**config.mk**
```make
export PLATFORM = sky130hd
export DESIGN_NAME = ps2_keyboard_receiver
export DESIGN_NICKNAME = d
export VERILOG_FILES = /design/src/rtl/ps2_keyboard_pkg.sv /design/src/rtl/ps2_scancode_fifo.sv /design/src/rtl/ps2_keyboard_receiver.sv
export SDC_FILE = /design/constraint.sdc
export NUM_CORES = 1
export LEC_CHECK = 0
export CAP_MARGIN = 20
export CORE_UTILIZATION = 35
export CTS_CLUSTER_DIAMETER = 50
export DETAILED_ROUTE_END_ITERATION = 8
export MAX_ROUTING_LAYER = met4
export PLACE_DENSITY = 0.58
export SETUP_SLACK_MARGIN = 0.4
export SYNTH_ARGS = -nofsm -noshare
export SYNTH_HDL_FRONTEND = slang
export SYNTH_SLANG_ARGS = --single-unit
```
**constraint.sdc**
```tcl
create_clock -name clock -period 2.37 [get_ports clock]
set_input_delay 0.3555 -clock clock [delete_from_list [all_inputs] [get_ports clock]]
set_output_delay 0.3555 -clock clock [all_outputs]
set_load 0.1 [all_outputs]
```
**src/rtl/ps2_keyboard_pkg.sv**
```systemverilog
// Shared types and constants for the PS/2 keyboard receiver.
// Receive FSM states, scancode type and the frame validity rule.
package ps2_keyboard_pkg;

  // Receive FSM states, one per part of the device-to-host frame.
  typedef enum logic [1:0] {
    IDLE   = 2'd0,
    DATA   = 2'd1,
    PARITY = 2'd2,
    STOP   = 2'd3
  } rx_state_e;

  // Number of data bits carried by one frame.
  localparam int unsigned DATA_BITS = 8;

  // One keyboard scancode.
  typedef logic [DATA_BITS-1:0] scancode_t;

  // A frame is good when the stop bit is high and data plus parity has odd parity.
  function automatic logic frame_ok(input scancode_t data, input logic parity, input logic stop);
    return stop & (^{data, parity});
  endfunction

endpackage

```
**src/rtl/ps2_scancode_fifo.sv**
```systemverilog
// Synchronous scancode queue of 2**DEPTH_LOG2 entries.
// DEPTH_LOG2 = 0 collapses to a single holding register.
// A push to a full queue is accepted when a pop happens in the same cycle.
module ps2_scancode_fifo
  import ps2_keyboard_pkg::*;
#(
  parameter int DEPTH_LOG2 = 3
) (
  input  logic      clock_i,
  input  logic      reset_n_i,
  input  logic      push_i,
  input  scancode_t push_data_i,
  input  logic      pop_i,
  output logic      full_o,
  output logic      empty_o,
  output scancode_t head_data_o
);

  logic do_push;
  logic do_pop;

  // A pop on an empty queue is ignored; a pop frees a slot for a same-cycle push.
  assign do_pop  = pop_i & ~empty_o;
  assign do_push = push_i & (~full_o | do_pop);

  generate
    if (DEPTH_LOG2 == 0) begin : g_hold
      logic      valid_q;
      scancode_t data_q;

      // Single holding register: a push overwrites, otherwise a pop empties it.
      always_ff @(posedge clock_i or negedge reset_n_i) begin
        if (!reset_n_i) begin
          valid_q <= 1'b0;
          data_q  <= '0;
        end else if (do_push) begin
          valid_q <= 1'b1;
          data_q  <= push_data_i;
        end else if (do_pop) begin
          valid_q <= 1'b0;
        end
      end

      assign full_o      = valid_q;
      assign empty_o     = ~valid_q;
      assign head_data_o = data_q;
    end else begin : g_ring
      localparam int DEPTH = 1 << DEPTH_LOG2;

      scancode_t             mem_q [DEPTH];
      logic [DEPTH_LOG2-1:0] wr_ptr_q;
      logic [DEPTH_LOG2-1:0] rd_ptr_q;
      logic [DEPTH_LOG2:0]   count_q;

      // Storage array, written at the tail; no reset so it can map to RAM.
      always_ff @(posedge clock_i) begin
        if (do_push) begin
          mem_q[wr_ptr_q] <= push_data_i;
        end
      end

      // Pointers wrap naturally at the power-of-two depth; count tracks occupancy.
      always_ff @(posedge clock_i or negedge reset_n_i) begin
        if (!reset_n_i) begin
          wr_ptr_q <= '0;
          rd_ptr_q <= '0;
          count_q  <= '0;
        end else begin
          if (do_push) wr_ptr_q <= wr_ptr_q + 1'b1;
          if (do_pop)  rd_ptr_q <= rd_ptr_q + 1'b1;
          case ({do_push, do_pop})
            2'b10:   count_q <= count_q + 1'b1;
            2'b01:   count_q <= count_q - 1'b1;
            default: count_q <= count_q;
          endcase
        end
      end

      assign empty_o     = (count_q == '0);
      assign full_o      = (count_q == (DEPTH_LOG2 + 1)'(DEPTH));
      assign head_data_o = mem_q[rd_ptr_q];
    end
  endgenerate

endmodule

```
**src/rtl/ps2_keyboard_receiver.sv**
```systemverilog
// PS/2 keyboard receiver: synchronises the PS/2 pins, deserialises and
// checks frames, queues good scancodes and presents the head as IRQ1/port A.
// Build option: define PS2_KEYBOARD_FIFO_EN for a 2**fifo_depth_log2 queue;
// otherwise a single holding register is used.
module ps2_keyboard_receiver
  import ps2_keyboard_pkg::*;
#(
  parameter logic [15:0] over_time       = 16'd1000,
  parameter int          fifo_depth_log2 = 3
) (
  input  logic       clock,
  input  logic       reset_n,
  input  logic       device_clock,
  input  logic       device_data,
  input  logic       clear_keycode,
  output logic       irq,
  output logic [7:0] keycode,
  output logic       frame_error,
  output logic       overflow
);

`ifdef PS2_KEYBOARD_FIFO_EN
  localparam int QUEUE_LOG2 = fifo_depth_log2;
`else
  localparam int QUEUE_LOG2 = 0;
  localparam int unused_fifo_depth_log2 = fifo_depth_log2;
`endif

  localparam int BIT_CNT_W = $clog2(DATA_BITS);

  // Pin synchroniser: bit 1 is the PS/2 clock, bit 0 the PS/2 data.
  logic [1:0] pin_meta_q;
  logic [1:0] pin_sync_q;
  logic       clk_prev_q;
  logic       fall;
  logic       rx_data;

  // Receive FSM and timeout state.
  rx_state_e              state_q, state_d;
  logic [BIT_CNT_W-1:0]   bit_cnt_q, bit_cnt_d;
  scancode_t              shift_q, shift_d;
  logic                   parity_q, parity_d;
  logic [15:0]            to_cnt_q;
  logic                   timeout;
  logic                   push;
  logic                   err_d;

  // Queue and host side.
  logic      clr_prev_q;
  logic      pop;
  logic      q_full;
  logic      q_empty;
  scancode_t q_head;
  logic      q_drop;
  logic      avail_q;
  scancode_t head_q;
  logic      frame_error_q;
  logic      overflow_q;

  // Two-flop synchronisers plus the previous synchronised clock for edge detect.
  always_ff @(posedge clock or negedge reset_n) begin
    if (!reset_n) begin
      pin_meta_q <= 2'b11;
      pin_sync_q <= 2'b11;
      clk_prev_q <= 1'b1;
    end else begin
      pin_meta_q <= {device_clock, device_data};
      pin_sync_q <= pin_meta_q;
      clk_prev_q <= pin_sync_q[1];
    end
  end

  assign fall    = clk_prev_q & ~pin_sync_q[1];
  assign rx_data = pin_sync_q[0];

  // Inter-edge idle counter: cleared on each falling edge, saturating, counts only mid-frame.
  always_ff @(posedge clock or negedge reset_n) begin
    if (!reset_n) begin
      to_cnt_q <= '0;
    end else if (fall) begin
      to_cnt_q <= '0;
    end else if ((state_q != IDLE) && (to_cnt_q != 16'hFFFF)) begin
      to_cnt_q <= to_cnt_q + 16'd1;
    end
  end

  assign timeout = (state_q != IDLE) && !fall && (to_cnt_q == over_time - 16'd1);

  // Receive FSM registers.
  always_ff @(posedge clock or negedge reset_n) begin
    if (!reset_n) begin
      state_q   <= IDLE;
      bit_cnt_q <= '0;
      shift_q   <= '0;
      parity_q  <= 1'b0;
    end else begin
      state_q   <= state_d;
      bit_cnt_q <= bit_cnt_d;
      shift_q   <= shift_d;
      parity_q  <= parity_d;
    end
  end

  // Receive FSM next state: one action per falling edge, timeout aborts the frame.
  always_comb begin
    state_d   = state_q;
    bit_cnt_d = bit_cnt_q;
    shift_d   = shift_q;
    parity_d  = parity_q;
    push      = 1'b0;
    err_d     = 1'b0;
    if (timeout) begin
      state_d = IDLE;
      err_d   = 1'b1;
    end else if (fall) begin
      case (state_q)
        IDLE: begin
          if (!rx_data) begin
            state_d   = DATA;
            bit_cnt_d = '0;
          end else begin
            err_d = 1'b1;
          end
        end
        DATA: begin
          shift_d   = {rx_data, shift_q[DATA_BITS-1:1]};
          bit_cnt_d = bit_cnt_q + 1'b1;
          if (bit_cnt_q == BIT_CNT_W'(DATA_BITS - 1)) begin
            state_d = PARITY;
          end
        end
        PARITY: begin
          parity_d = rx_data;
          state_d  = STOP;
        end
        STOP: begin
          if (frame_ok(shift_q, parity_q, rx_data)) begin
            push = 1'b1;
          end else begin
            err_d = 1'b1;
          end
          state_d = IDLE;
        end
        default: state_d = IDLE;
      endcase
    end
  end

  ps2_scancode_fifo #(
    .DEPTH_LOG2 (QUEUE_LOG2)
  ) u_fifo (
    .clock_i     (clock),
    .reset_n_i   (reset_n),
    .push_i      (push),
    .push_data_i (shift_q),
    .pop_i       (pop),
    .full_o      (q_full),
    .empty_o     (q_empty),
    .head_data_o (q_head)
  );

  // Acknowledge is a rising edge of clear_keycode; a pop frees room for a same-cycle push.
  assign pop    = clear_keycode & ~clr_prev_q;
  assign q_drop = push & q_full & ~(pop & ~q_empty);

  // Registered host-side view of the queue head and the error pulses.
  always_ff @(posedge clock or negedge reset_n) begin
    if (!reset_n) begin
      clr_prev_q    <= 1'b0;
      avail_q       <= 1'b0;
      head_q        <= '0;
      frame_error_q <= 1'b0;
      overflow_q    <= 1'b0;
    end else begin
      clr_prev_q    <= clear_keycode;
      avail_q       <= ~q_empty;
      head_q        <= q_head;
      frame_error_q <= err_d;
      overflow_q    <= q_drop;
    end
  end

  // Mask while acknowledge is high and for the clock after, so the popped head never reappears.
  assign irq         = avail_q & ~clear_keycode & ~clr_prev_q;
  assign keycode     = irq ? head_q : 8'h00;
  assign frame_error = frame_error_q;
  assign overflow    = overflow_q;

endmodule
```
**Yosys cells after proc, flatten, opt, wreduce, memory -nomap -nowiden**

Cells that the tools add are included.

- Equal/unequal tests: 9
- Muxes and demuxes: 21
- Add/subtract/negate cells: 2
- Reduce and logical (&&, ||, !) cells: 15
- Bitwise logic cells: 16

Operator list:

| cell | count |
|---|---|
| $mux 16 | 2 |
| $add 16x1->16 const B | 1 |
| $eq 16x10->1 const B | 1 |
| $ne 16x16->1 const B | 1 |
| $mux 1 | 10 |
| $reduce_bool 2->1 | 5 |
| $and 1x1->1 | 9 |
| $reduce_and 3->1 | 3 |
| $reduce_xor 9->1 | 1 |
| $mux 2 | 4 |
| $mux 8 | 1 |
| $pmux 2 s4 | 1 |
| $ne 3x3->1 const B | 2 |
| $not 1->1 | 6 |
| $pmux 3 s2 | 1 |
| $eq 2x2->1 const B | 2 |
| $reduce_and 4->1 | 1 |
| $add 3x1->3 const B | 1 |
| $eq 3x3->1 const B | 1 |
| $logic_and 1x1->1 | 3 |
| $mux 3 | 1 |
| $eq 2x1->1 const B | 1 |
| $logic_not 2->1 | 1 |
| $ne 2x2->1 const B | 1 |
| other kinds (3) | 3 |

- Logic and storage cells: 78
- Input bits: 5
- Register bits: 56
- Output and inout port bits: 11

**Logic depth before layout (Yosys ltp)**

Gate-level depths: netlist (run 1).

- Depth in word-level cells: 8
- Mapped depth: 7
- Gate-level depth less buffers: 6

**Cells and area by module**

Synthesis (run 1) repeated with hierarchy kept, for this count alone.

- Cells, all modules: 220
- Area, all modules: 2587.5 um2

Modules (own cells, without submodules):

| module | seq. area each (um2) | instances | area an instance (um2) | cells each |
|---|---|---|---|---|
| ps2_keyboard_receiver | 1182.4 | 1 | 2205.9 | 199 |
| ps2_scancode_fifo | 225.2 | 1 | 381.6 | 21 |

**Least setup slack after synthesis (run 1)**

OpenSTA, ideal clock, no wires.

- Path kind: register to output
- From: register clr_prev_q
- To: output port keycode[0]
- Path buffers: 0
- Cell stages (with the launch flop): 3
- Path slack: -1.809 ns
- Arrival time: 3.823 ns
- Data required time: 2.014 ns
- Path through: dfrtp_1 > nor3b_1 > and2_1

- Word-level cells in the longest chain between the ends: 3

RTL lines:

| what | RTL line | text |
|---|---|---|
| from (decl) | ps2_keyboard_receiver.sv:49 | `logic clr_prev_q;` |
| from (signal assigned) | ps2_keyboard_receiver.sv:175 | `clr_prev_q <= clear_keycode;` |
| $not 1->1 | ps2_keyboard_receiver.sv:184 | `assign irq = avail_q & ~clear_keycode & ~clr_prev_q;` |
| $and 1x1->1 | ps2_keyboard_receiver.sv:184 |  |
| named net irq | ps2_keyboard_receiver.sv:16 | `output logic irq,` |
| $mux 8 | ps2_keyboard_receiver.sv:185 | `assign keycode = irq ? head_q : 8'h00;` |
| to (decl) | ps2_keyboard_receiver.sv:17 | `output logic [7:0] keycode,` |

The timed path passes the listed nets, and every way through them passes these cells.

**Worst setup path after layout (run 1)**

- From: register state_q[0]
- To: register to_cnt_q[9]

- Word-level cells in the longest chain between the ends: 3

RTL lines:

| what | RTL line | text |
|---|---|---|
| from (decl) | ps2_keyboard_receiver.sv:39 | `rx_state_e state_q, state_d;` |
| from (signal assigned) | ps2_keyboard_receiver.sv:97 | `state_q <= state_d;` |
| $reduce_bool 2->1 | ps2_keyboard_receiver.sv:82 | `end else if ((state_q != IDLE) && (to_cnt_q != 16'hFFFF)) begin` |
| $logic_and 1x1->1 | ps2_keyboard_receiver.sv:82 |  |
| $reduce_bool 2->1 (no line) | - |  |
| to (signal assigned) | ps2_keyboard_receiver.sv:83 | `to_cnt_q <= to_cnt_q + 16'd1;` |
| to (decl) | ps2_keyboard_receiver.sv:43 | `logic [15:0] to_cnt_q;` |

Every way passes these cells.
A chain may end at the register's enable or synchronous reset.

==> flow_metrics.tcl, run 1 <==
set metrics [dict create \
    die_y_um 88.0 \
    syn_inst 220 \
    grt_max_degree 31 \
    muxShareOfSynthArea 0.0898 \
    synth_compound_area_frac 0.117 \
    die_area_um2 7750 \
    cpPeakStageDelay_ps 490 \
    core-area_um2 7210 \
    worstSetupStartpointType "flop" \
    wl_per_cell_um 13.7 \
    synthSimpleGateAreaFrac 0.162 \
    drt-initial-drc-count 116 \
    worstMarginPinSlew_ps 678 \
    vias 1816 \
    finalMaxSlewViolations 0 \
    synth_top_family_by_area "simple AND/OR/NAND/NOR gates" \
    mostFrequentLayoutCells "dfrtp_1 (51), mux2_2 (15), buf_4 (14)" \
    first_pass_iters 4 \
    antenna_found_initial 0 \
    hold_class "input pin to asynchronous set/reset pin" \
    clk_pin_slew_worst_paths_ps 110 \
    synth_edf_count 0 \
    min_period_ps 1900 \
    clock_latency_ps 310 \
    cts_tree "built" \
    crit_arrival_ps 2140 \
    ir_drop_mv 0.467 \
    grt.total_usage 0.145 \
    ant_nets 0 \
    crit_path_max_fanout 6 \
    clkPwrFrac 0.188 \
    power.density_nw_per_um2 892 \
    syn-num-nets 232 \
    fin_tns_setup_ps 0 \
    synth.ff_latch_count 56 \
    antenna_cells 0 \
    grt_pass1_vias 1725 \
    use_met3 0.0302 \
    syn_avg_cell_area_um2 11.8 \
    slew_headroom 0.544 \
    path_cells "inv_1 -> ha_2 -> nand3b_1 -> or3_4 -> or4_4 -> a21oi_2" \
    area_delta_synth_final_pct 24.3 \
    max_cap_viol_count 0 \
    swShare 0.343 \
    final-setup-viol-count 0 \
    syn-cell-area_um2 2590 \
    holdWs_ps 38.2 \
    grt_pass1_wl_um 8380 \
    grt_overflow_total 0 \
    clkSinkCount 56 \
    hold_viol_final 0 \
    die_w_um 88.0 \
    ff_latch_area_um2 1410 \
    internal_power_uw 1890 \
    crit_type "flop to flop" \
    ys_seq_area_frac 0.543 \
    finalCritPeriodShare 0.802 \
    ios 16 \
    nNetsFinal 261 \
    clockBufferDepth 2 \
    root_buffer "clkbuf_8" \
    p_sw_uw 986 \
    top_usage_layer "met2" \
    placed_area_um2 3000 \
    status "completed" \
    fillers 701 \
    rows 31 \
    place_ws_ps 282 \
    ys.flop_type "dfrtp_1" \
    cts_made_buffers 5 \
    fin_total_pwr_uw 2870 \
    cts.htree.levels 2 \
    synthAdderAreaFrac 0.0338 \
    initial_core_util 0.359 \
    async_reset_ff_frac 1.00 \
    finish.instance_area_um2 3220 \
    vias_per_cell 5.20 \
    met1_usage 0.197 \
    ys_warn_count 0 \
    endpoint_kind "flop" \
    leakage_uw 0.00139 \
    crit_buf_inv 1 \
    gp_congestion 0.797 \
    final_common_cell "dfrtp_1" \
    multi_input_area_um2 1200 \
    slowest_stage "or4_4" \
    skew_ps 6.32 \
    hpwl_um 3310 \
    setup.worst_path.start "state_q[0]" \
    drc 0 \
    synth_xor_area_frac 0.0309 \
    cp.required_ps 2610 \
    drt_wl_total_um 4780 \
    seqPwrFrac 0.458 \
    setup_ws_ps 470 \
    crit_family "simple AND/OR/NAND/NOR gates" \
    drive_gt1_frac 0.328 \
    synth_cell_types 45 \
    gr-usage-met2 0.217 \
    port_buffers 15 \
    max_freq_mhz 526 \
    grt_setup_unrepaired "false" \
    regToRegStartpoint "state_q[0]" \
    combPwrFrac 0.354 \
]
[repair_timing]
item	4_1_cts	5_1_grt
endpoints found under the setup margin	23	23
hold buffers	0	0
gates cloned	0	0
pin swaps	1	4
setup buffers	4	4
resized for setup	3	12
[registers in the layout (all words and copies together), names as in the netlist]
| register | flops |
|---|---|
| avail_q | 1 |
| parity_q | 1 |
| head_q | 8 |
| bit_cnt_q | 3 |
| to_cnt_q | 16 |
| overflow | 1 |
| frame_error | 1 |
| clr_prev_q | 1 |
| pin_sync_q | 2 |
| state_q | 2 |
| pin_meta_q | 2 |
| u_fifo.head_data_o | 8 |
| u_fifo.full_o | 1 |
| clk_prev_q | 1 |
| shift_q | 8 |
[layer usage]
layer / routed length [um] / vias up
met5: 0 / -
met4: 52 / 0
met3: 131 / 4
met2: 2250 / 30
met1: 2350 / 908
li1: - / 874
[Yosys cell counts (3+ instances only)]
master	n	area [um2]
dfstp_2	5	131
nor4_1	4	25.0
nor3_1	4	20.0
clkbuf_1	4	15.0
dfrtp_1	51	1280
nand4_1	4	25.0
and2_1	10	62.6
inv_1	8	30.0
nand2b_1	4	25.0
o21ai_0	6	30.0
o31ai_1	9	67.6
or4_1	7	52.6
nand3_1	7	35.0
buf_2	3	15.0
or3_1	5	31.3
xnor2_1	3	26.3
nor2b_1	3	18.8
mux2_2	16	180
a21oi_1	15	75.1
ha_1	7	87.6
nand2_1	12	45.0
mux2i_1	3	30.0
[cell families (layout without fill, tap and decap cells)]
family,Yosys count,after routing
simple gates,71,71
compound gates,45,45
xor+xnor,6,6
mux,20,20
fa+ha+maj,7,7
buf+inv,15,45
flops,56,56
[through the flow]
stage / std cells / utilization
after floorplan: 220 / -
after global placement: 333 / 0.416
after detailed placement: 333 / 0.416
after CTS: 345 / 0.435
after global routing: 349 / 0.447
final: 349 / 0.447
[power groups by stage]
stage / logic [uW] / registers (uW) / clock network [uW]
final: 1020 / 1320 / 539
after global routing: 1130 / 1350 / 607
after CTS: 990 / 1310 / 569
after detailed placement: 934 / 1350 / 0
after global placement: 914 / 1340 / 0
after floorplan: 702 / 1320 / 0
[layout make-up]
| type | count | area share |
|---|---|---|
| inverter | 8 | 0.00932 |
| sequential | 56 | 0.437 |
| tap | 99 | 0.0384 |
| clock buffer | 5 | 0.0214 |
| clock inverter | 3 | 0.00777 |
| multi-input combinational | 149 | 0.374 |
| timing repair buffer | 29 | 0.113 |
[final timing paths]
kind	cells past startpoint	slack [ps]	end
max	6	470	to_cnt_q[9]
min	1	40	to_cnt_q[3]
max reg2reg	6	470	to_cnt_q[9]
min reg2reg	0	360	pin_sync_q[0]
max in group asynchronous	2	1680	pin_sync_q[1]
min in group clock	1	280	clr_prev_q
Note: power is estimated with default switching activity, not from simulation.
==> inputs of run 2 (changes only) <==
PLACE_DENSITY = 0.6   (was 0.58)
clock period = 1.73 ns   (was 2.37 ns; I/O delays follow)
==> run 2 against run 1 <==
Compared with the run above:
- the flow now finishes with violations (setup timing)
- global-route usage increased by 3.2 points
- clock skew is 0.55 ps lower
- utilization rose by 14 points
- critical path depth up 1
- clock power rose by 43%
- combinational power rose to 3.0 times the previous value
- flip-flop and latch count did not move
- non-clock buffer count increased by 63
- register-to-register slack worse by 610 ps
==> flow_metrics.tcl, run 2 (synthesis gave the netlist of run 1 again) <==
set metrics [dict create \
    drt_wl_total_um 6450 \
    place_inst 377 \
    met1_usage 0.229 \
    clkSinkCount 56 \
    core-area_um2 7210 \
    multi_input_area_um2 1610 \
    crit_arrival_ps 2120 \
    port_buffers 15 \
    min_period_ps 1870 \
    cp_common_cell "or3_4" \
    drive_gt1_frac 0.615 \
    regMostFlops "to_cnt_q" \
    antenna_found_initial 0 \
    clock_latency_ps 320 \
    max_freq_mhz 536 \
    gr-usage-met2 0.287 \
    top_usage_layer "met2" \
    clockBufferDepth 2 \
    final_common_cell "buf_4" \
    die_y_um 88.0 \
    root_buffer "clkbuf_8" \
    area_delta_synth_final_pct 63.1 \
    grt_pass1_wl_um 10100 \
    fin_util 0.586 \
    endpoint_kind "flop" \
    crit_family "simple AND/OR/NAND/NOR gates" \
    max_cap_viol_count 0 \
    grt.total_usage 0.176 \
    grt_overflow_total 0 \
    hold_viol_final 0 \
    ant_nets 0 \
    ios 16 \
    crit_buf_inv 2 \
    wl_per_cell_um 15.6 \
    use_met3 0.0302 \
    crit_path_max_fanout 5 \
    antenna_cells 0 \
    initial_core_util 0.359 \
    first_pass_iters 4 \
    cts.htree.levels 2 \
    fin_cells 413 \
    drc 0 \
    slowest_stage "dfrtp_1" \
    grt_pass1_vias 2122 \
    clk_pin_slew_worst_paths_ps 110 \
    ff2ff_setup_slack_ps -140 \
    mostFrequentLayoutCells "buf_4 (54), dfrtp_1 (48), buf_6 (18)" \
    status "finished, violations left" \
    cpPeakStageDelay_ps 390 \
    finalMaxSlewViolations 0 \
    slew_headroom 0.663 \
    drt-initial-drc-count 75 \
    die_area_um2 7750 \
    crit_type "flop to flop" \
    finalCritPeriodShare 1.08 \
    gp_congestion 0.809 \
    hold_class "input pin to flop" \
    die_w_um 88.0 \
    vias 2127 \
    worstMarginPinSlew_ps 506 \
    ff_latch_area_um2 1410 \
    path_cells "inv_2 -> ha_4 -> nand3b_1 -> or3_4 -> buf_6 -> or3_4 -> a21oi_2" \
    nNetsFinal 325 \
    cts_tree "built" \
    skew_ps 5.77 \
    grt_max_degree 37 \
    hpwl_um 3900 \
    power.density_nw_per_um2 1320 \
    fin_total_pwr_uw 5590 \
    largest_reg_flops 16 \
    grt_setup_unrepaired "true" \
    final-setup-viol-count 14 \
    cp.required_ps 1980 \
    rows 31 \
    fillers 608 \
    worstSetupStartpointType "flop" \
    vias_per_cell 5.15 \
    leakage_uw 0.00190 \
    violations "setup timing" \
    cts_made_buffers 5 \
    setup_ws_ps -136 \
    ir_drop_mv 0.688 \
]
## run 2: cell type report
type	instances	area share
Tap cell	99	0.0293
Timing Repair Buffer	92	0.225
Clock inverter	3	0.00651
Clock buffer	5	0.0163
Multi-Input combinational cell	150	0.381
Inverter	8	0.00711
Sequential cell	56	0.334
## run 2: metal layers
layer	vias to the layer above	wire [um]
li1	1009	-
met2	34	3220
met5	-	0
met3	12	137
met1	1072	2960
met4	0	139
## run 2: per-stage QoR
| step | setup WS [ps] | TNS (ps) | hold WS [ps] | cell area (um2) |
|---|---|---|---|---|
| detailed placement | -204 | -3340 | 254 | 3490 |
| global placement | -122 | -2130 | 258 | 3490 |
| global route | -174 | -2350 | 328 | 4230 |
| CTS | -108 | -1160 | 331 | 3980 |
| finish | -136 | -1480 | 337 | 4230 |
| floorplan | -420 | -4550 | -36.1 | 2770 |
## run 2: report_power, final
part	internal (uW)	switching, uW
Sequential	1590	192
Combinational	1770	1260
Clock	299	472
Total	3660	1930
## run 2: path summary, 6_finish.rpt
check	startpoint	end	cells past startpoint
worst max-delay path	state_q[0]	to_cnt_q[13]	7
min in group asynchronous	reset_n	to_cnt_q[0]	2
worst min-delay path	device_data	pin_meta_q[0]	1
worst min register to register	pin_meta_q[1]	pin_sync_q[1]	0
max in group asynchronous	reset_n	to_cnt_q[13]	3
worst max register to register	state_q[0]	to_cnt_q[13]	7
## run 2: worst register-to-register path: stages, from the launching register on
cell and delay [ps]:
dfrtp_1 390, inv_2 70, ha_4 170, nand3b_1 190, or3_4 390, buf_6 150
or3_4 320, a21oi_2 120
## run 2: what timing repair did
action / 4_1_cts / 5_1_grt
pin swaps: 23 / 20
hold endpoints to repair: 15 / 0
hold buffers: 1 / 0
endpoints found under the setup margin: 50 / 49
buffers inserted: 19 / 6
resized for setup: 49 / 47
cloned: 2 / 0
==> inputs of run 3 (changes only) <==
CORE_UTILIZATION = 40   (was 35)
PLACE_DENSITY = 0.66   (was 0.6)
==> run 3 against run 2 <==
Compared with the run above:
- via count grew 8.6%
- clock skew grew 0.64 ps
- largest cell class unchanged
- power rose by 5.8%
- the flow still finishes with violations (setup timing)
- sequential share of layout area shrank 1.6 points
- die area decreased by 12%
- clock power fell by 2%
- utilization grew 14 points
==> flow_metrics.tcl, run 3 (synthesis gave the netlist of run 1 again) <==
set metrics [dict create \
    status "finished, violations left" \
    violations "setup timing" \
    ant_nets 0 \
    fin_cells 407 \
    drt_wl_total_um 7890 \
    max_cap_viol_count 0 \
    place_inst 354 \
    cts.htree.levels 2 \
    finalCritPeriodShare 1.10 \
    regMostFlops "to_cnt_q" \
    ios 16 \
    antenna_cells 0 \
    ir_drop_mv 0.859 \
    root_buffer "clkbuf_8" \
    cp.required_ps 1990 \
    hold_path_depth 1 \
    fin_tns_setup_ps -1990 \
    grt.total_usage 0.226 \
    setup_ws_ps -166 \
    leakage_uw 0.00201 \
    crit_arrival_ps 2160 \
    area_delta_synth_final_pct 71.3 \
    hold_class "input pin to flop" \
    power.density_nw_per_um2 1330 \
    nNetsFinal 343 \
    crit_type "flop to flop" \
    drc 0 \
    rows 28 \
    r2r_cells 7 \
    antenna_found_initial 0 \
    hold_viol_final 0 \
    endpoint_kind "flop" \
    clk_pin_slew_worst_paths_ps 110 \
    drive_gt1_frac 0.620 \
    slew_headroom 0.783 \
    grt_overflow_total 0 \
    final-setup-viol-count 26 \
    clockBufferDepth 2 \
    die_y_um 82.5 \
    grt_pass1_vias 2205 \
    grt_setup_unrepaired "true" \
    vias_per_cell 5.68 \
    first_pass_iters 4 \
    mostFrequentLayoutCells "buf_4 (63), dfrtp_1 (49), buf_6 (19)" \
    die_w_um 82.5 \
    port_buffers 15 \
    cts_made_buffers 5 \
    skew_ps 6.41 \
    wl_per_cell_um 19.4 \
    max_freq_mhz 528 \
    final_common_cell "buf_4" \
    initial_core_util 0.425 \
    die_area_um2 6800 \
    fin_util 0.728 \
    vias 2310 \
    gp_congestion 0.746 \
    drt-initial-drc-count 156 \
    grt_pass1_wl_um 10800 \
    clock_latency_ps 320 \
    worstSetupStartpointType "flop" \
    min_period_ps 1900 \
    largest_reg_flops 16 \
    hpwl_um 3750 \
    cts_tree "built" \
    core-area_um2 6100 \
    clkSinkCount 56 \
    crit_path_max_fanout 4 \
    grt_max_degree 57 \
    worstMarginPinSlew_ps 323 \
    place_ws_ps -142 \
    finalMaxSlewViolations 0 \
]
## run 3: where the power goes
part	internal [uW]	switching, uW
combinational	1930	1410
clock	289	467
sequential	1590	230
total	3800	2110
## run 3: repair_timing
| action | CTS | global route |
|---|---|---|
| resized for setup | 65 | 49 |
| endpoints found under the setup margin | 50 | 50 |
| endpoints found under the hold margin | 51 | 0 |
| setup buffers | 24 | 17 |
| pin swaps | 28 | 21 |
| hold buffers | 1 | 0 |
| cloned | 3 | 0 |
## run 3: layer usage
| layer | GRT usage | up-vias | part of all wire |
|---|---|---|---|
| met5 | - | - | 0 |
| met4 | 0.0789 | 0 | 0.025 |
| met2 | 0.378 | 89 | 0.50 |
| met1 | 0.277 | 1156 | 0.43 |
| met3 | 0.0363 | 25 | 0.043 |
| li1 | - | 1040 | - |
## run 3: final cells by class
| class | count | area [um2] |
|---|---|---|
| clock inverters | 3 | 21.3 |
| clock buffers | 5 | 68.8 |
| flip-flops and latches | 56 | 1410 |
| inverters | 8 | 30.0 |
| multi-input cells | 150 | 1640 |
| well taps | 75 | 93.8 |
| fillers | 372 | 1660 |
| repair buffers | 110 | 1180 |
## run 3: critical path, stage by stage (launching register included)
cell and delay [ps]:
dfrtp_1 400, inv_2 80, ha_4 170, nand3b_1 210
or3_4 400, buf_6 140, or3_4 320, a21oi_2 120
## run 3: final timing paths
check | start | endpoint | slack (ps)
setup / recovery | state_q[1] | to_cnt_q[13] | -170
hold / removal | device_clock | pin_meta_q[1] | 330
setup reg to reg | state_q[1] | to_cnt_q[13] | -170
max in group asynchronous | reset_n | pin_meta_q[0] | 970
min in group asynchronous | reset_n | to_cnt_q[0] | 440
hold reg to reg | pin_meta_q[1] | pin_sync_q[1] | 360
## run 3: stage by stage
| stage | area [um2] | hold WS [ps] | total power [uW] |
|---|---|---|---|
| after global routing | 4440 | 331 | 6180 |
| final | 4440 | 328 | 5910 |
| after CTS | 4100 | 333 | 5030 |
| after floorplan | 2770 | -36.1 | 2980 |
| after detailed placement | 3470 | 281 | 3810 |
| after global placement | 3470 | 278 | 3760 |
